==> src/rtl/ram_stream_pkg.sv <==
// Shared types and constants for the RAM stream reader.
// Latency: n/a (declarations only).
// Backpressure: n/a (declarations only).
// Contents: FSM state encoding and the output FIFO depth used by the issue rule.
package ram_stream_pkg;

    typedef enum logic [1:0] {
        SIdle  = 2'd0,
        SRun   = 2'd1,
        SDrain = 2'd2,
        SDone  = 2'd3
    } state_t;

    // Output buffer depth; the issue rule keeps buffered + in-flight words at or below this.
    localparam int CFifoDepth = 2;

endpackage

==> src/rtl/ram_stream_rd_if.sv <==
// RAM port bus plus output stream of the RAM stream reader.
// Latency: n/a (wiring only).
// Backpressure: AStrReady from the consumer; the RAM port has none.
// Ports: master = reader side (drives RAM address/enables, stream data/valid);
//        slave  = RAM + consumer side (drives read data and stream ready).
interface ram_stream_rd_if #(
    parameter int CAddrLen = 11,
    parameter int CDataLen = 8
);
    logic [CAddrLen-1:0] ARamAddr;
    logic                ARamRdEn;
    logic                ARamWrEn;
    logic [CDataLen-1:0] ARamMosi;
    logic [CDataLen-1:0] ARamMiso;
    logic [CDataLen-1:0] AStrData;
    logic                AStrValid;
    logic                AStrReady;

    modport master (
        output ARamAddr, ARamRdEn, ARamWrEn, ARamMosi, AStrData, AStrValid,
        input  ARamMiso, AStrReady
    );

    modport slave (
        input  ARamAddr, ARamRdEn, ARamWrEn, ARamMosi, AStrData, AStrValid,
        output ARamMiso, AStrReady
    );
endinterface

==> src/rtl/ram_stream_fifo2.sv <==
// Two-entry register FIFO buffering RAM read data ahead of the stream output.
// Latency: push visible at the head one cycle later; head is a register output.
// Backpressure: none internally; the caller never pushes into a full FIFO without a pop.
// Ports: AClkA/AResetAN/AClkAEn, APush/APushData in, APop in, AHeadData/ACount out.
module ram_stream_fifo2 #(
    parameter int CDataLen = 8
) (
    input  logic                AClkA,
    input  logic                AResetAN,
    input  logic                AClkAEn,
    input  logic                APush,
    input  logic [CDataLen-1:0] APushData,
    input  logic                APop,
    output logic [CDataLen-1:0] AHeadData,
    output logic [1:0]          ACount
);
    logic [CDataLen-1:0] rMem [2];
    logic                rWrPtr;
    logic                rRdPtr;
    logic [1:0]          rCount;
    logic                doPush;
    logic                doPop;

    // Guards keep pointers consistent even if a caller misbehaves.
    assign doPop  = APop && (rCount != 2'd0);
    assign doPush = APush && ((rCount != 2'd2) || doPop);

    always_ff @(posedge AClkA or negedge AResetAN) begin
        if (!AResetAN) begin
            rMem[0] <= '0;
            rMem[1] <= '0;
            rWrPtr  <= 1'b0;
            rRdPtr  <= 1'b0;
            rCount  <= 2'd0;
        end else if (AClkAEn) begin
            if (doPush) begin
                rMem[rWrPtr] <= APushData;
                rWrPtr       <= ~rWrPtr;
            end
            if (doPop) begin
                rRdPtr <= ~rRdPtr;
            end
            rCount <= rCount + 2'(doPush) - 2'(doPop);
        end
    end

    assign AHeadData = rMem[rRdPtr];
    assign ACount    = rCount;
endmodule

==> src/rtl/ram_stream_rd.sv <==
// Sequential RAM reader: takes (address, length) and streams the words out in address order.
// Latency: start edge 0 -> first read cycle 1 -> first stream word cycle 3; one word/clock when ready.
// Backpressure: full valid/ready; reads stop once buffered + in-flight words would exceed 2.
// Ports: AClkA/AResetAN/AClkAEn; ACmdStart/ACmdAddr/ACmdLen command; ABusy/ADone status;
//        ABus = RAM port (address, read enable, read data) and output stream (data/valid/ready).
module ram_stream_rd
    import ram_stream_pkg::*;
#(
    parameter int CAddrLen = 11,
    parameter int CDataLen = 8
) (
    input  logic                AClkA,
    input  logic                AResetAN,
    input  logic                AClkAEn,
    input  logic                ACmdStart,
    input  logic [CAddrLen-1:0] ACmdAddr,
    input  logic [CAddrLen:0]   ACmdLen,
    output logic                ABusy,
    output logic                ADone,
    ram_stream_rd_if.master     ABus
);
    localparam logic [2:0]        CDepth3 = 3'(CFifoDepth);
    localparam logic [CAddrLen:0] COne    = (CAddrLen+1)'(1);

    state_t              rState;
    logic [CAddrLen-1:0] rAddr;
    logic [CAddrLen:0]   rRemain;
    logic                rInFlight;
    logic                rBusy;
    logic                rDone;

    logic [CDataLen-1:0] fifoHead;
    logic [1:0]          fifoCount;
    logic                strValid;
    logic                pop;
    logic [2:0]          occ;
    logic                issue;
    logic                drainEmpty;

    assign strValid = (fifoCount != 2'd0);
    assign pop      = strValid && ABus.AStrReady;

    // Words buffered plus the one landing from the RAM; a pop this edge frees a slot,
    // so a new read is only issued when its data is guaranteed a place at capture time.
    assign occ   = {1'b0, fifoCount} + {2'b00, rInFlight};
    assign issue = (rState == SRun) && (occ < (CDepth3 + {2'b00, pop}));

    // Last word leaves at this edge with nothing still coming back from the RAM.
    assign drainEmpty = !rInFlight &&
                        ((fifoCount == 2'd0) || ((fifoCount == 2'd1) && pop));

    always_ff @(posedge AClkA or negedge AResetAN) begin
        if (!AResetAN) begin
            rState    <= SIdle;
            rAddr     <= '0;
            rRemain   <= '0;
            rInFlight <= 1'b0;
            rBusy     <= 1'b0;
            rDone     <= 1'b0;
        end else if (AClkAEn) begin
            rInFlight <= issue;
            rDone     <= 1'b0;
            if (issue) begin
                rAddr   <= rAddr + CAddrLen'(1);
                rRemain <= rRemain - COne;
            end
            case (rState)
                SIdle: begin
                    if (ACmdStart) begin
                        rBusy <= 1'b1;
                        if (ACmdLen == '0) begin
                            rState <= SDone;
                            rDone  <= 1'b1;
                        end else begin
                            rState  <= SRun;
                            rAddr   <= ACmdAddr;
                            rRemain <= ACmdLen;
                        end
                    end
                end
                SRun: begin
                    if (issue && (rRemain == COne)) begin
                        rState <= SDrain;
                    end
                end
                SDrain: begin
                    if (drainEmpty) begin
                        rState <= SDone;
                        rDone  <= 1'b1;
                    end
                end
                SDone: begin
                    rState <= SIdle;
                    rBusy  <= 1'b0;
                end
                default: rState <= SIdle;
            endcase
        end
    end

    // In-flight data is on ARamMiso now and is captured at this enabled edge.
    ram_stream_fifo2 #(
        .CDataLen (CDataLen)
    ) uFifo (
        .AClkA     (AClkA),
        .AResetAN  (AResetAN),
        .AClkAEn   (AClkAEn),
        .APush     (rInFlight),
        .APushData (ABus.ARamMiso),
        .APop      (pop),
        .AHeadData (fifoHead),
        .ACount    (fifoCount)
    );

    assign ABus.ARamAddr  = rAddr;
    assign ABus.ARamRdEn  = issue;
    assign ABus.ARamWrEn  = 1'b0;
    assign ABus.ARamMosi  = '0;
    assign ABus.AStrData  = fifoHead;
    assign ABus.AStrValid = strValid;
    assign ABusy          = rBusy;
    assign ADone          = rDone;
endmodule

==> src/flat_wrapper.sv <==
// flat-port wrapper written by rule: the top's interface ports become plain ports
module ram_stream_rd_flat import ram_stream_pkg::*;
#(
    parameter int CAddrLen = 11,
    parameter int CDataLen = 8
)
  (AClkA, AResetAN, AClkAEn, ACmdStart, ACmdAddr, ACmdLen, ABusy, ADone, ABus_ARamAddr, ABus_ARamRdEn, ABus_ARamWrEn, ABus_ARamMosi, ABus_AStrData, ABus_AStrValid, ABus_ARamMiso, ABus_AStrReady);
  ram_stream_rd_if #(.CAddrLen(CAddrLen), .CDataLen(CDataLen)) ABus_i ();
  input  logic AClkA;
  input  logic AResetAN;
  input  logic AClkAEn;
  input  logic ACmdStart;
  input  logic [CAddrLen-1:0] ACmdAddr;
  input  logic [CAddrLen:0] ACmdLen;
  output logic ABusy;
  output logic ADone;
  output wire logic [$bits(ABus_i.ARamAddr)-1:0] ABus_ARamAddr;
  output wire logic [$bits(ABus_i.ARamRdEn)-1:0] ABus_ARamRdEn;
  output wire logic [$bits(ABus_i.ARamWrEn)-1:0] ABus_ARamWrEn;
  output wire logic [$bits(ABus_i.ARamMosi)-1:0] ABus_ARamMosi;
  output wire logic [$bits(ABus_i.AStrData)-1:0] ABus_AStrData;
  output wire logic [$bits(ABus_i.AStrValid)-1:0] ABus_AStrValid;
  input wire logic [$bits(ABus_i.ARamMiso)-1:0] ABus_ARamMiso;
  input wire logic [$bits(ABus_i.AStrReady)-1:0] ABus_AStrReady;
  assign ABus_ARamAddr = ABus_i.ARamAddr;
  assign ABus_ARamRdEn = ABus_i.ARamRdEn;
  assign ABus_ARamWrEn = ABus_i.ARamWrEn;
  assign ABus_ARamMosi = ABus_i.ARamMosi;
  assign ABus_AStrData = ABus_i.AStrData;
  assign ABus_AStrValid = ABus_i.AStrValid;
  assign ABus_i.ARamMiso = ABus_ARamMiso;
  assign ABus_i.AStrReady = ABus_AStrReady;
  ram_stream_rd #(.CAddrLen(CAddrLen), .CDataLen(CDataLen)) u_core (.AClkA(AClkA), .AResetAN(AResetAN), .AClkAEn(AClkAEn), .ACmdStart(ACmdStart), .ACmdAddr(ACmdAddr), .ACmdLen(ACmdLen), .ABusy(ABusy), .ADone(ADone), .ABus(ABus_i));
endmodule
==> config.mk <==
export PLATFORM = sky130hd
export DESIGN_NAME = ram_stream_rd_flat
export DESIGN_NICKNAME = d
export VERILOG_FILES = /design/src/rtl/ram_stream_pkg.sv /design/src/rtl/ram_stream_rd_if.sv /design/src/rtl/ram_stream_fifo2.sv /design/src/rtl/ram_stream_rd.sv /design/src/flat_wrapper.sv
export SDC_FILE = /design/constraint.sdc
export NUM_CORES = 1
export LEC_CHECK = 0
export ABC_AREA = 1
export BUFFER_PORTS_ARGS = -buffer_cell sky130_fd_sc_hd__buf_2
export CAP_MARGIN = 20
export CORE_MARGIN = 5
export CORE_UTILIZATION = 50
export CTS_CLUSTER_DIAMETER = 150
export DETAILED_ROUTE_END_ITERATION = 8
export PLACE_DENSITY = 0.77
export SYNTH_ARGS = -nofsm -noshare
export SYNTH_HDL_FRONTEND = slang
export SYNTH_SLANG_ARGS = --single-unit
==> constraint.sdc <==
create_clock -name AClkA -period 1.89 [get_ports AClkA]
set_input_delay 0.567 -clock AClkA [delete_from_list [all_inputs] [get_ports AClkA]]
set_output_delay 0.567 -clock AClkA [all_outputs]
set_load 0.01 [all_outputs]
==> reports/metrics.yaml <==
outcome:
  status: "finished with violations"
  failed_checks: "negative setup slack"
detailed_routing:
  drt_iter0_markers: 162
  ant_nets: 0
  drtPass1Iterations: 4
  drt_wl_total_um: 7460
  avgViaCountPerCell: 5.03
  num_vias: 2941
  routedWlPerCell_um: 12.8
  drc: 0
worst_setup_path:
  crit_fanout: 2
  cp-end-kind: "output pin"
  r2r_cells: 10
  cp.required_ns: 1.32
  worstReg2RegEnd: "u_core.rState[0]$_DFFE_PN0P_"
  cp_cell_sequence: "ha_4 -> ha_4 -> nor2_4 -> a21boi_4 -> buf_6"
  cpMostUsedCell: "ha_4"
  start_kind: "flip-flop"
  crit_arrival_ns: 1.49
  criticalPathCategory: "reg2out"
  rr_startpoint: "u_core.uFifo.ACount[0]$_DFFE_PN0P_"
  ff2ff_setup_slack_ns: 0.12
  max_stage_delay_ns: 0.44
  crit_path_top_delay_cell: "dfrtp_2"
place:
  placed_cell_area_um2: 3570
  place_ws_ns: 0.0187
  gp_congestion: 0.840
  dpl.hpwl_um: 5600
  port_buffers: 58
sta:
  hold_viol: 0
  setup_ws_ns: -0.163
  slew_violations: 0
  period_minus_slack_ns: 2.05
  rsz0062_at_grt: "true"
  setup_violations: 1
  period_share_pct: 109
  timing.fmax_mhz: 487
  fin_skew_ns: 0.0105
synth:
  yosysSeqAreaShare_pct: 38.1
  ys_ff_latch: 48
  synthTopCellsByArea: "dfrtp_1, nand2_1, o21ai_0"
  synthDistinctLibCells: 35
  netlist_area_um2: 3160
  synth_warnings: 0
  synthCells: 441
  synth_top_area_share_pct: 38.1
  avgSynthCellArea_um2: 7.16
  synth_top_cell_by_area: "dfrtp_1"
cells_and_area:
  diodes: 0
  multiInputGateArea_um2: 1680
  final_util_pct: 60.8
  fin_area_um2: 3790
  num-nets-final: 554
  drive_above_1_share_pct: 22.8
  area_delta_synth_final_pct: 20.2
  num-fill-cells: 558
  seqCellArea_um2: 1200
cts:
  cts_hold_buf: 0
  cts_buffers: 5
  clkTransAtPathRegs_ns: 0.10
  root_buffer: "clkbuf_8"
  clock-sinks: 48
  htreeDepth: 2
  cts_tree: "built"
  insertion_delay_ns: 0.31
  cts_buffer_depth: 2
global_routing:
  antenna_found_initial: 0
  grt_overflow: 0
  grt_max_degree: 41
  grt_pass1_vias: 2757
  grt_use_total_pct: 19.4
  grt_pass1_wl_um: 12200
power:
  p_int_w: 0.00318
  switching_power_w: 0.00248
  power_density_nw_per_um2: 1490
  power_frac_seq_pct: 34.6
  swShare_pct: 43.8
  max-vdd-ir-drop_v: 0.000692
  p_comb_share_pct: 49.3
  p_leak_nw: 1.94
  clockPowerShare_pct: 16.1
die:
  io_pins: 68
  die-area_um2: 8000
  initial_utilization_pct: 50.6
  coreArea_um2: 6240
  dieWidth_um: 89.4
  rows: 29
  die_h_um: 89.4
hold_path:
  hp-class: "in2async"
run:
  drv_cap: 0
## per-layer routing
layer	vias up	global-route usage (%)	wire [um]
li1	1527	-	-
met1	1340	24.3	3370
met2	68	34.2	3610
met3	6	3.87	416
met4	0	4.33	68
met5	-	0	0
## power groups by stage
stage / clock [W] / sequential [W] / combinational (W)
global route: 0.000968 / 0.00203 / 0.00318
finish: 0.000911 / 0.00196 / 0.00278
detailed placement: 0 / 0.00195 / 0.00263
floorplan: 0 / 0.00190 / 0.00185
CTS: 0.000925 / 0.00194 / 0.00275
global placement: 0 / 0.00192 / 0.00256
## per-stage QoR
step | power [W] | hold WS [ns] | setup TNS [ns] | instances
3_5_place_dp | 0.00457 | 0.488 | 0 | 573
5_1_grt | 0.00617 | 0.172 | -0.211 | 585
3_3_place_gp | 0.00448 | 0.484 | 0 | 573
2_1_floorplan | 0.00375 | 0.271 | 0 | 449
4_1_cts | 0.00561 | 0.158 | -0.156 | 582
6_report | 0.00565 | 0.155 | -0.163 | 585
## synthesized netlist by cell type (all sizes together)
master and n:
o21bai 2, xor2 4, a21oi 6, o22ai 9
o211ai 1, nor2 50, a21boi 1, nand4 6
ha 11, buf 17, conb 1, dfrtp 48
nand3 38, or2 4, o21ai 54, nand2 115
nor3 4, clkbuf 7, a31oi 1, nor4 1
xnor2 1, inv 58, o31ai 1, a22oi 1
## cell usage in the layout (no fill, tap or decap), drive strengths merged
| master | instances |
|---|---|
| ha | 11 |
| nand3 | 38 |
| dfrtp | 48 |
| nor3 | 4 |
| nand2 | 115 |
| bufinv | 2 |
| nor2 | 50 |
| a21oi | 6 |
| o21ai | 54 |
| conb | 9 |
| inv | 59 |
| a21boi | 1 |
| a31oi | 1 |
| buf | 75 |
| a22oi | 1 |
| xor2 | 4 |
| xnor2 | 1 |
| o22ai | 9 |
| clkbuf | 5 |
| nand4 | 6 |
| o31ai | 1 |
| o211ai | 1 |
| or2 | 4 |
| nor4 | 1 |
| o21bai | 2 |
## state kept, by name, indices dropped and copies added (netlist names)
name / cells
u_core.uFifo.rMem: 16
u_core.rRemain: 12
u_core.ABus.ARamAddr: 11
u_core.rState: 2
u_core.uFifo.ACount: 2
u_core.ABusy: 1
u_core.ADone: 1
u_core.rInFlight: 1
u_core.uFifo.rRdPtr: 1
u_core.uFifo.rWrPtr: 1
## cells by family (layout without fill, tap and decap cells)
logic type	Yosys count	in the layout	synth area share [%]
AOI/OAI and AO/OA	76	76	13.6
xor gates and xnor gates	5	5	1.39
adders and majority gates	11	11	4.36
buffers and inverters	82	141	11.4
DFF	48	48	38.1
other	1	9	0.119
and+or+nand+nor	218	218	31.0
## critical path: cells and delay by family (launching register included)
kind | cells | cell delay [ns]
buffers and inverters | 1 | 0.13
AOI/OAI and AO/OA | 1 | 0.21
and+or+nand+nor | 1 | 0.08
adders and majority gates | 2 | 0.32
DFF | 1 | 0.44
## worst max-delay path by stage
| stage | from | to | slack, ns | cells past startpoint |
|---|---|---|---|---|
| floorplan | u_core.uFifo.ACount[0]$_DFFE_PN0P_ | ABus_ARamRdEn | 0.02 | 5 |
| global placement | u_core.uFifo.ACount[0]$_DFFE_PN0P_ | ABus_ARamRdEn | 0.06 | 4 |
| detailed placement | ABus_AStrReady | u_core.uFifo.ACount[1]$_DFFE_PN0P_ | 0.02 | 9 |
| CTS | u_core.rInFlight$_DFFE_PN0P_ | ABus_ARamRdEn | -0.16 | 5 |
| global route | u_core.uFifo.ACount[0]$_DFFE_PN0P_ | ABus_ARamRdEn | -0.21 | 5 |
| finish | u_core.uFifo.ACount[0]$_DFFE_PN0P_ | ABus_ARamRdEn | -0.16 | 5 |
## area by class of cell
| type | instances | share of cell area [%] |
|---|---|---|
| clock buffers | 5 | 1.81 |
| clock inverters | 3 | 1.81 |
| inverters | 58 | 5.74 |
| flip-flops and latches | 48 | 31.7 |
| multi-input cells | 319 | 44.2 |
| repair buffers | 75 | 12.2 |
| well taps | 77 | 2.54 |
## repair_timing
| item | 4_1_cts | 5_1_grt |
|---|---|---|
| gates resized for setup | 8 | 5 |
| endpoints found under the setup margin | 2 | 19 |
| pin swaps | 3 | 2 |
| endpoints found under the hold margin | 0 | 0 |
| setup buffers | 1 | 3 |
No activity file was read; power rests on OpenSTA's default activity.
